File: config.mk
export PLATFORM = sky130hd
export DESIGN_NAME = shift_seq_unit
export DESIGN_NICKNAME = d
export VERILOG_FILES = /design/src/rtl/shift_pkg.sv /design/src/rtl/shift_step.sv /design/src/rtl/shift_seq_unit.sv
export SDC_FILE = /design/constraint.sdc
export NUM_CORES = 1
export LEC_CHECK = 0
export ABC_AREA = 1
export BUFFER_PORTS_ARGS = -buffer_cell sky130_fd_sc_hd__buf_4
export CORE_MARGIN = 1
export CORE_UTILIZATION = 35
export DETAILED_ROUTE_END_ITERATION = 10
export HOLD_SLACK_MARGIN = 0.05
export SYNTH_ARGS = -nofsm -noshare
export SYNTH_HDL_FRONTEND = slang
export SYNTH_SLANG_ARGS = --single-unit
File: constraint.sdc
create_clock -name CLK -period 2.2 [get_ports CLK]
set_input_delay 0.11 -clock CLK [delete_from_list [all_inputs] [get_ports CLK]]
set_output_delay 0.11 -clock CLK [all_outputs]
set_load 0.02 [all_outputs]
File: src/rtl/shift_pkg.sv
// Shared encodings and default sizes for the sequential shift unit.
// Build option: SHIFT_SEQ_FAST_EN enables 4-bit steps in the SHIFT state.
package shift_pkg;

  localparam int DEF_WIDTH = 32;
  localparam int DEF_SHW   = 5;

  typedef enum logic [1:0] {
    OP_SLL  = 2'b00,
    OP_SRL  = 2'b01,
    OP_SRA  = 2'b10,
    OP_PASS = 2'b11
  } op_e;

  typedef enum logic [1:0] {
    ST_IDLE  = 2'b00,
    ST_SHIFT = 2'b01,
    ST_DONE  = 2'b10
  } state_e;

endpackage

File: src/rtl/shift_step.sv
// One combinational shift step (1 bit, or 4 bits in the fast build).
// Build option: SHIFT_SEQ_FAST_EN adds the step4_i port and 4-bit paths.
module shift_step
  import shift_pkg::*;
#(
  parameter int WIDTH = DEF_WIDTH
) (
  input  logic [WIDTH-1:0] work_i,
  input  op_e              op_i,
`ifdef SHIFT_SEQ_FAST_EN
  input  logic             step4_i,
`endif
  output logic [WIDTH-1:0] work_o
);

  logic msb;

  assign msb = work_i[WIDTH-1];

`ifdef SHIFT_SEQ_FAST_EN
  // Shift by 4 or 1 with the fill chosen by the op; pass leaves word alone
  always_comb begin
    work_o = work_i;
    unique case (op_i)
      OP_SLL:
        work_o = step4_i ? {work_i[WIDTH-5:0], 4'b0000}
                         : {work_i[WIDTH-2:0], 1'b0};
      OP_SRL:
        work_o = step4_i ? {4'b0000, work_i[WIDTH-1:4]}
                         : {1'b0, work_i[WIDTH-1:1]};
      OP_SRA:
        work_o = step4_i ? {{4{msb}}, work_i[WIDTH-1:4]}
                         : {msb, work_i[WIDTH-1:1]};
      OP_PASS:
        work_o = work_i;
      default:
        work_o = work_i;
    endcase
  end
`else
  // Shift by one position with the fill chosen by the op
  always_comb begin
    work_o = work_i;
    unique case (op_i)
      OP_SLL:  work_o = {work_i[WIDTH-2:0], 1'b0};
      OP_SRL:  work_o = {1'b0, work_i[WIDTH-1:1]};
      OP_SRA:  work_o = {msb, work_i[WIDTH-1:1]};
      OP_PASS: work_o = work_i;
      default: work_o = work_i;
    endcase
  end
`endif

endmodule

File: src/rtl/shift_seq_unit.sv
// Multi-cycle SLL/SRL/SRA unit with start/done handshake.
// Build option: SHIFT_SEQ_FAST_EN shifts by 4 while count >= 4.
module shift_seq_unit
  import shift_pkg::*;
#(
  parameter int WIDTH = DEF_WIDTH,
  parameter int SHW   = DEF_SHW
) (
  input  logic             CLK,
  input  logic             RST,
  input  logic             start,
  input  logic [1:0]       op,
  input  logic [WIDTH-1:0] Data,
  input  logic [SHW-1:0]   shamt,
  output logic             busy,
  output logic             done,
  output logic [WIDTH-1:0] result
);

  state_e           state_q;
  op_e              op_q;
  op_e              op_in;
  logic [WIDTH-1:0] work_q;
  logic [WIDTH-1:0] work_d;
  logic [SHW-1:0]   cnt_q;
  logic [SHW-1:0]   cnt_d;
  logic [SHW-1:0]   step_amt;
  logic             busy_q;
  logic             done_q;
  logic [WIDTH-1:0] result_q;
  logic             skip_shift;

  assign op_in      = op_e'(op);
  assign skip_shift = (shamt == '0) || (op_in == OP_PASS);

`ifdef SHIFT_SEQ_FAST_EN
  logic step4;

  // Take a 4-bit stride whenever at least four positions remain
  always_comb begin
    step4    = (cnt_q >= SHW'(4));
    step_amt = step4 ? SHW'(4) : SHW'(1);
  end

  shift_step #(
    .WIDTH(WIDTH)
  ) u_step (
    .work_i  (work_q),
    .op_i    (op_q),
    .step4_i (step4),
    .work_o  (work_d)
  );
`else
  assign step_amt = SHW'(1);

  shift_step #(
    .WIDTH(WIDTH)
  ) u_step (
    .work_i (work_q),
    .op_i   (op_q),
    .work_o (work_d)
  );
`endif

  assign cnt_d = cnt_q - step_amt;

  // Control FSM; result only loads on the edge that enters DONE
  always_ff @(posedge CLK or negedge RST) begin
    if (!RST) begin
      state_q  <= ST_IDLE;
      op_q     <= OP_SLL;
      work_q   <= '0;
      cnt_q    <= '0;
      busy_q   <= 1'b0;
      done_q   <= 1'b0;
      result_q <= '0;
    end else begin
      unique case (state_q)
        ST_IDLE: begin
          if (start) begin
            work_q <= Data;
            cnt_q  <= shamt;
            op_q   <= op_in;
            busy_q <= 1'b1;
            if (skip_shift) begin
              state_q  <= ST_DONE;
              done_q   <= 1'b1;
              result_q <= Data;
            end else begin
              state_q <= ST_SHIFT;
            end
          end
        end
        ST_SHIFT: begin
          work_q <= work_d;
          cnt_q  <= cnt_d;
          if (cnt_d == '0) begin
            state_q  <= ST_DONE;
            done_q   <= 1'b1;
            result_q <= work_d;
          end
        end
        ST_DONE: begin
          state_q <= ST_IDLE;
          done_q  <= 1'b0;
          busy_q  <= 1'b0;
        end
        default: begin
          state_q <= ST_IDLE;
          done_q  <= 1'b0;
          busy_q  <= 1'b0;
        end
      endcase
    end
  end

  assign busy   = busy_q;
  assign done   = done_q;
  assign result = result_q;

endmodule

; ---- After elaboration in Yosys (flattened, before gate mapping)
; Cells that the tools add are included.
[word_totals]
reg_bits = 75
inputBits = 42
word_cells = 48
[op_classes]
add_sub_neg = 1
eq_ne = 8
n_mux = 19
bitwise = 1
reduce_logical = 12
[ops]
columns = cell, n
row1 = $mux W32, 4
row2 = $pmux W32 S2, 2
row3 = $pmux W32 S4, 1
row4 = $logic_not A5 Y1, 2
row5 = $pmux W5 S2, 1
row6 = $reduce_and A2 Y1, 4
row7 = $eq A2 B2 Y1 const B, 3
row8 = $mux W2, 3
row9 = $ne A2 B2 Y1 const B, 3
row10 = $mux W5, 1
row11 = $sub A5 B1 Y5 const B, 1
row12 = $eq A2 B1 Y1 const B, 2
row13 = $logic_not A2 Y1, 2
row14 = $mux W1, 4
row15 = $pmux W1 S2, 2
row16 = $pmux W2 S2, 1
row17 = $reduce_and A4 Y1, 1
row18 = $reduce_and A3 Y1, 1
row19 = $reduce_bool A2 Y1, 1
row20 = $logic_or A1 B1 Y1, 1
row21 = $not A1 Y1, 1

; ---- Longest topological paths before layout
; Gate-level depths: netlist of run 1.
[logic_depth]
ltp_word = 5
ltp_mapped = 12

; ---- Cells and area by module
; A second synthesis of run 1 with hierarchy kept.
[unflattened]
cells_unflattened = 625
hier_area_um2 = 4586.9
[modules_own_cells]
columns = mod, instances, cells_per_inst, area_each_um2, seq_area_each_um2
row1 = shift_seq_unit, 1, 418, 3490.8, 1876.8
row2 = shift_step, 1, 207, 1096.1, 0.0

; ---- Least setup slack after synthesis of run 1
; No wires, ideal clock.
[synth_path]
path_kind = register to register
startpoint = register cnt_q[0]
endpoint = register result_q[11] (netlist: result[11])
setup_time_ns = 0.117
arrival_time_ns = 1.481
t_required_ns = 2.083
path_slack_ns = 0.602
path_stages_with_launch = 13
n_path_buf = 1
period_less_slack_ns = 1.598
cell_sequence = dfrtp_1 > inv_1 > ha_1 > inv_1 > nand2_1 > nand2_1 > nand2_1 > nand2_1 > nor2_1 > nand3_2 > buf_2 > nand2_1 > nand2_1
[synth_between]
elab_chain_cells = 4
[synth_rtl]
columns = element, line_no
row1 = from (decl), shift_seq_unit.sv:25  ; logic [SHW-1:0] cnt_q;
row2 = from (signal assigned), shift_seq_unit.sv:82  ; cnt_q <= shamt;
row3 = from (signal assigned), shift_seq_unit.sv:96  ; cnt_q <= cnt_d;
row4 = $sub A5 B1 Y5, shift_seq_unit.sv:65  ; assign cnt_d = cnt_q - step_amt;
row5 = $logic_not A5 Y1, shift_seq_unit.sv:97  ; if (cnt_d == '0) begin
row6 = $ne A2 B2 Y1 (no source line), n/a
row7 = $reduce_and A4 Y1 (no source line), n/a
row8 = to (signal assigned), shift_seq_unit.sv:88  ; result_q <= Data;
row9 = to (signal assigned), shift_seq_unit.sv:100  ; result_q <= work_d;
row10 = to (decl), shift_seq_unit.sv:30  ; logic [WIDTH-1:0] result_q;
; Every way passes these cells.
; A chain may end at the register's enable or synchronous reset.

; ---- Worst setup path in the final report of run 1
[layout_path]
startpoint = register cnt_q[0]
endpoint = register result_q[30] (netlist: result[30])
; Same word-level chain as after synthesis.

==> results of run 1 <==
-- power groups by stage --
stage,clock network (mW),logic (mW),registers (mW)
2_1_floorplan,0,2.53,2.74
3_3_place_gp,0,3.96,2.54
3_5_place_dp,0,4.02,2.53
4_1_cts,1.05,4.04,2.52
5_1_grt,1.11,4.56,2.61
6_report,1.02,3.98,2.52
-- area by class of cell --
| cell class | count | share of cell area [%] |
|---|---|---|
| Clock buffer | 10 | 2.60 |
| Clock inverter | 5 | 1.12 |
| Inverter | 18 | 1.38 |
| Multi-Input combinational cell | 452 | 37.8 |
| Sequential cell | 75 | 38.2 |
| Tap cell | 140 | 3.57 |
| Timing Repair Buffer | 95 | 15.3 |
-- sequential cells by signal (all words and copies together), names as in the netlist --
name and count:
done 1, busy 1, cnt_q 5, result 32
state_q 2, work_q 32, op_q 2
-- routing by layer --
layer / up-vias / routed length, µm / global-route usage [%]
li1: 1933 / - / -
met1: 1829 / 4700 / 25.5
met2: 84 / 4800 / 30.2
met3: 10 / 464 / 3.25
met4: 0 / 115 / 5.48
met5: - / 0 / 0
-- metrics by stage --
step / hold WS (ns) / power (mW) / worst slack, ns / cells / util (%)
floorplan: -0.186 / 5.28 / 0.602 / 573 / -
global placement: -0.0283 / 6.49 / 0.497 / 775 / 42.9
detailed placement: -0.0243 / 6.56 / 0.435 / 775 / 42.9
CTS: 0.0698 / 7.61 / 0.436 / 795 / 45.1
global route: 0.0875 / 8.27 / 0.268 / 795 / 45.1
finish: 0.0821 / 7.52 / 0.441 / 795 / 45.1
-- Yosys cell counts --
cell / n / area, µm²
nand2_1: 357 / 1340
dfrtp_1: 75 / 1880
nand3_1: 25 / 125
nor2_1: 25 / 93.8
a21oi_1: 17 / 85.1
buf_2: 16 / 80.1
inv_1: 16 / 60.1
a31oi_1: 13 / 81.3
clkbuf_1: 7 / 26.3
buf_4: 3 / 22.5
o211ai_1: 3 / 22.5
buf_1: 2 / 7.51
ha_1: 2 / 25.0
inv_2: 2 / 7.51
nor2_4: 2 / 22.5
o21ai_0: 2 / 10.0
a221oi_1: 1 / 8.76
and2_1: 1 / 6.26
nand2_2: 1 / 6.26
nand3_2: 1 / 10.0
nor3_1: 1 / 5.00
o221ai_1: 1 / 8.76
-- worst max-delay path: cells and delay by family (launching register included) --
kind	cells	cell delay (ns)
flops	1	0.39
simple gates	8	0.63
fa+ha+maj	1	0.23
buf+inv	3	0.39
-- cell families (layout without fill, tap and decap cells) --
logic type / count (synthesis) / count (layout) / share of synthesized area (%)
adders and majority gates: 2 / 2 / 0.636
and+or+nand+nor: 413 / 413 / 40.9
buffers and inverters: 46 / 128 / 5.19
DFF: 75 / 75 / 47.7
AOI/OAI and AO/OA: 37 / 37 / 5.51
-- worst min path at each step --
stage	from	to	slack (ns)	cells after the start
detailed placement	RST	result[13]	-0.02	1
CTS	Data[3]	work_q[3]	0.07	5
finish	Data[3]	work_q[3]	0.08	5
global placement	RST	result[13]	-0.03	1
floorplan	RST	busy	-0.19	0
global route	Data[20]	work_q[20]	0.09	5
-- repair_timing --
action | CTS | global route
hold endpoints to repair | 79 | 0
resized for setup | 0 | 0
hold buffers | 5 | 0
endpoints found under the setup margin | 0 | 0
==> metrics.md, run 1 <==
| Metric | Value |
|---|---|
| 1st-iter DRT viols | 180 |
| Commonest cells after routing, fill and taps aside | 357 x nand2_1, 88 x buf_4, 75 x dfrtp_1, 25 x nand3_1, 23 x nor2_1 |
| Ant diodes | 0 |
| Post-DR vias/cell | 4.85 |
| Initial antenna violation count | 0 |
| R2R Setup Slk | 0.44 ns |
| Die footprint | 11700 µm² |
| RSZ-0062 raised after global routing | no |
| Worst-Skew Late Latency | 0.34 ns |
| Status | finished clean |
| Finish-stage setup viols | 0 |
| Worst slew margin | a little over two thirds |
| Final WL | 10.1 mm |
| Minimum clock period | 1.76 ns |
| First-pass iteration count of the detailed router | 4 |
| Clock share of power | 13.6% |
| Avg Synthesized Cell Area | 6.86 µm² |
| Port buffer count | between 70 and 80 |
| Max Cap Viol | 0 |
| Worst hold-check path type | in2reg |
| Flop pwr share | 33.5% |
| Grt ovf | 0 |
| Most used cell, CP | nand2_1 |
| Distinct cells, synth | 22 |
| CP Data Required Time | between 2 and 2.5 ns |
| Hpwl dp | 6.89 mm |
| CP max stage cell | dfrtp_1 |
| Pint | 4.01 mW |
| Design Area, Final | slightly below 5000 µm² |
| Core ar. | 10900 µm² |
| Area growth from synthesis to layout | 24.9% |
| Syn Inst Count | between 500 and 600 |
| Worst Path Max Fanout | 20 |
| Post-synthesis cell area | 3930 µm² |
| DRC errors left | 0 |
| Final net count | 695 |
| Yosys reg bits | 75 |
| Ys Warns | 0 |
| RD Place Congestion | 0.823 |
| Origin of the worst setup path | cnt_q[0] |
| Fin crit share | between 70% and 80% |
| Root Driver | clkbuf_8 |
| Max clock buf depth | 2 |
| Slew Viols, Final | 0 |
| Fill cells | 1152 |
| Worst Tran Pin Value | between 0.4 and 0.5 ns |
| Vias in the first global route | 3681 |
| Worst R2R Path Depth | 12 |
| Critical Path End | result[30] |
| Sw power | 3.51 mW |
| Placed Area | 4680 µm² |
| Worst-path clk slew | approximately 0.080 ns |
| Mean routed wirelength per cell | about 13 µm |
| Final setup TNS | 0 ns |
| Maximum VDD drop | just over 500 µV |
| GR Util All Layers | 18.7% |
| Fmax | 568 MHz |
| Synthesized net count | 617 |
| Initial Util | 36.1% |
| Max incr delay on CP | 0.39 ns |
| Vias | a little under 4k |
| Leakage dissipation | between 2 and 3 nW |
| Sw frac | 46.7% |
| Logic gate share of total power | 52.9% |
| Most common cell after layout, fill and taps aside | nand2_1 |
| # IOs | 76 |
| First-pass GRT wire length | 17.2 mm |
| CTS tree | done |
| Critical path startpoint category | register |
| Total CTS buffers | 9 |
| CTS H-tree lvls | 3 |
| CTS sink count | 75 |
| Worst Setup End Kind | register |
| P per Cell Area | around 1500 nW/µm² |
| FF-to-FF Start | cnt_q[0] |
| Number of post-CTS setup repair buffers | 0 |
| Critical setup path kind | reg2reg |
| Site Rows | 38 |
| Sequential fraction of the synthesis area | 47.7% |
| Reg-to-Reg End | result[30] |
| ANT nets after route | 0 |
| Die Wd | around 110 µm |
| Share of post-route cells with drive strength above 1 | 17.1% |
| Largest net degree at the start of global routing | 64 |
| Crit path DAT | 1.98 ns |
| Seq. cell area | 1880 µm² |
| Multi-input gate area | 1860 µm² |
| Crit path cell chain | inv_1 -> ha_1 -> inv_1 -> nand2_1 -> nand2_1 -> nand2_1 -> nand2_1 -> nor2_1 -> nand3_2 -> buf_4 -> nand2_1 -> nand2_1 |
| Final Hold Fails | 0 |
| Die H | 108 µm |
| Clock Skew | 0.0139 ns |
(Power assumes the default switching activity.)
==> inputs of run 2 (changes only) <==
==> constraint.sdc (replaced) <==
create_clock -name CLK -period 1.5 [get_ports CLK]
set_input_delay 0.075 -clock CLK [delete_from_list [all_inputs] [get_ports CLK]]
set_output_delay 0.075 -clock CLK [all_outputs]
set_load 0.02 [all_outputs]
==> metrics.md, run 2 (synthesized netlist as in run 1, its figures left out) <==
| Metric | Value |
|---|---|
| Status | finished with violations (was finished clean) |
| Ant diodes | 0 (unchanged) |
| Share of post-route cells with drive strength above 1 | 35.0% (was 17.1%) |
| Worst hold-check path type | in2reg (unchanged) |
| Failing checks | setup timing |
| GR Layer Usage met1 | 27.1% (was 25.5%) |
| Logic gate share of total power | 60.1% (was 52.9%) |
| R2R Setup Slk | -0.18 ns (was 0.44 ns) |
| Worst Setup End Kind | register (unchanged) |
| Vias | 4108 (was 3856) |
| Area growth from synthesis to layout | 48.8% (was 24.9%) |
| Leakage dissipation | 3.07 nW (was 2.70 nW) |
| Die footprint | 11700 µm² (unchanged) |
| Commonest cells after routing, fill and taps aside | 297 x nand2_1, 100 x buf_4, 73 x dfrtp_1, 53 x nand2_2, 21 x nor2_1 (was 357 x nand2_1, 88 x buf_4, 75 x dfrtp_1, 25 x nand3_1, 23 x nor2_1) |
| Hold depth | 5 (unchanged) |
| Crit path DAT | 1.97 ns (was 1.98 ns) |
| CTS sink count | 75 (unchanged) |
| DRC errors left | 0 (unchanged) |
| GR Util All Layers | 20.2% (was 18.7%) |
| Max clock buf depth | 2 (unchanged) |
| ANT nets after route | 0 (unchanged) |
| Worst-Skew Late Latency | 0.36 ns (was 0.34 ns) |
| CP Data Required Time | 1.79 ns (was 2.42 ns) |
| # IOs | 76 (unchanged) |
| Maximum VDD drop | 935 µV (was 509 µV) |
| Critical setup path kind | reg2reg (unchanged) |
| Critical path startpoint category | register (unchanged) |
| Mean routed wirelength per cell | 14.2 µm (was 12.7 µm) |
| CP max stage cell | dfrtp_1 (unchanged) |
| Die H | 108 µm (unchanged) |
| Reg-to-Reg End | result[13] (was result[30]) |
| RSZ-0062 raised after global routing | yes (was no) |
| Site Rows | 38 (unchanged) |
| Vias in the first global route | 3886 (was 3681) |
| Placed Area | 4820 µm² (was 4680 µm²) |
| Fin crit share | 112% (was 80.0%) |
| P per Cell Area | 2360 nW/µm² (was 1530 nW/µm²) |
| Final net count | 733 (was 695) |
| HP Start | Data[28] (was Data[3]) |
| Total CTS buffers | 9 (unchanged) |
| Port buffer count | 75 (unchanged) |
| Max Cap Viol | 0 (unchanged) |
| Pint | 7.30 mW (was 4.01 mW) |
| Final WL | 11.9 mm (was 10.1 mm) |
| FF-to-FF Start | cnt_q[1] (was cnt_q[0]) |
| Worst R2R Path Depth | 12 (unchanged) |
| Sw frac | 47.0% (was 46.7%) |
| Worst Path Max Fanout | 8 (was 20) |
| CP Depth | 12 (unchanged) |
| Post-DR vias/cell | 4.93 (was 4.85) |
| Final Hold Fails | 0 (unchanged) |
| Critical path buffer and inverter count | 4 (was 3) |
| Grt ovf | 0 (unchanged) |
| Worst slew margin | 71.6% (was 70.7%) |
| Clock Skew | 0.0130 ns (was 0.0139 ns) |
| Hold EP | result[28] (was work_q[3]) |
| Fill cells | 1039 (was 1152) |
| Fmax | 596 MHz (was 568 MHz) |
| Placed cell count | 790 (was 775) |
| Core ar. | 10900 µm² (unchanged) |
| Root Driver | clkbuf_8 (unchanged) |
| Busiest layer in global routing | met2 (unchanged) |
| Layout Cells excl Fill | 834 (was 795) |
| Largest net degree at the start of global routing | 31 (was 64) |
| 1st-iter DRT viols | 206 (was 180) |
| Most common cell after layout, fill and taps aside | nand2_1 (unchanged) |
| First-pass GRT wire length | 18.6 mm (was 17.2 mm) |
| Crit path cell chain | inv_2 -> ha_4 -> inv_2 -> nand2_2 -> a21oi_2 -> nor2_1 -> nand3_2 -> nor2_4 -> buf_6 -> clkbuf_16 -> nand2_1 -> nand2_1 (was inv_1 -> ha_1 -> inv_1 -> nand2_1 -> nand2_1 -> nand2_1 -> nand2_1 -> nor2_1 -> nand3_2 -> buf_4 -> nand2_1 -> nand2_1) |
| Die Wd | 108 µm (unchanged) |
| First-pass iteration count of the detailed router | 7 (was 4) |
| Flop pwr share | 27.8% (was 33.5%) |
| Clock share of power | 12.1% (was 13.6%) |
| Family with the most delay on the worst path | simple AND/OR/NAND/NOR gates (unchanged) |
| Slew Viols, Final | 0 (unchanged) |
| Max incr delay on CP | 0.40 ns (was 0.39 ns) |
| Finish-stage setup viols | 34 (was 0) |
| CTS H-tree lvls | 3 (unchanged) |
| Hpwl dp | 7.38 mm (was 6.89 mm) |
| RD Place Congestion | 0.827 (was 0.823) |
| CTS tree | done (unchanged) |
| Grt met2 use | 33.8% (was 30.2%) |
| Worst Tran Pin Value | 0.425 ns (was 0.439 ns) |
| Design Area, Final | 5850 µm² (was 4910 µm²) |
| Minimum clock period | 1.68 ns (was 1.76 ns) |
| Initial Util | 36.1% (unchanged) |
| Initial antenna violation count | 0 (unchanged) |
| Worst setup margin | -0.177 ns (was 0.441 ns) |
| Met3 usage | 3.19% (was 3.25%) |
| Worst-path clk slew | 0.09 ns (was 0.08 ns) |
| Sw power | 6.47 mW (was 3.51 mW) |
-- run 2: stage by stage --
stage	setup TNS, ns	hold slack (ns)	setup WS, ns	power, mW	util [%]
after global routing	-8.86	0.0657	-0.260	14.9	53.7
after floorplan	0	-0.221	0.00686	7.83	-
after global placement	-1.54	0.0453	-0.0574	9.84	44.2
final	-4.40	0.0474	-0.177	13.8	53.7
after CTS	-2.77	0.0511	-0.111	12.0	48.6
after detailed placement	-2.23	0.0436	-0.0864	9.97	44.2
-- run 2: how the worst max path moves through the flow --
| stage | from | end | slack, ns |
|---|---|---|---|
| floorplan | cnt_q[0] | result[1] | 0.007 |
| global placement | cnt_q[1] | result[16] | -0.06 |
| detailed placement | cnt_q[1] | result[25] | -0.09 |
| CTS | cnt_q[0] | result[30] | -0.11 |
| global route | cnt_q[0] | result[0] | -0.26 |
| finish | cnt_q[1] | result[13] | -0.18 |
-- run 2: worst min-delay path: stages --
cell and delay (ns):
buf_4 0.08, nand2_1 0.05, nand2_2 0.06, nand2_1 0.05, nand2_1 0.05
-- run 2: power by group through the flow --
stage | logic, mW | clock network, mW | registers [mW]
final | 8.29 | 1.67 | 3.83
after global routing | 9.20 | 1.79 | 3.94
after CTS | 6.61 | 1.69 | 3.71
after detailed placement | 6.25 | 0 | 3.73
after global placement | 6.13 | 0 | 3.71
after floorplan | 3.81 | 0 | 4.03
-- run 2: final cells by class --
type                       instances  area, µm²  share of cell area, %
multi-input combinational        452       2320                   39.8
sequential                        75       1880                   32.1
clock buffer                      10        138                   2.35
inverter                          18       70.1                   1.20
tap                              140        175                   3.00
clock inverter                     6       71.3                   1.22
timing repair buffer             133       1190                   20.3
-- run 2: repair_timing --
item	in CTS	in global routing
setup buffers	4	3
hold buffers	15	1
resized for setup	18	121
pin swaps	1	38
endpoints found under the setup margin	33	67
endpoints found under the hold margin	86	1
cloned	1	5
-- run 2: metal layers --
layer / routed length (µm) / vias to the layer above
met1: 5380 / 1995
li1: - / 2010
met3: 463 / 12
met2: 5870 / 91
met5: 0 / -
met4: 138 / 0
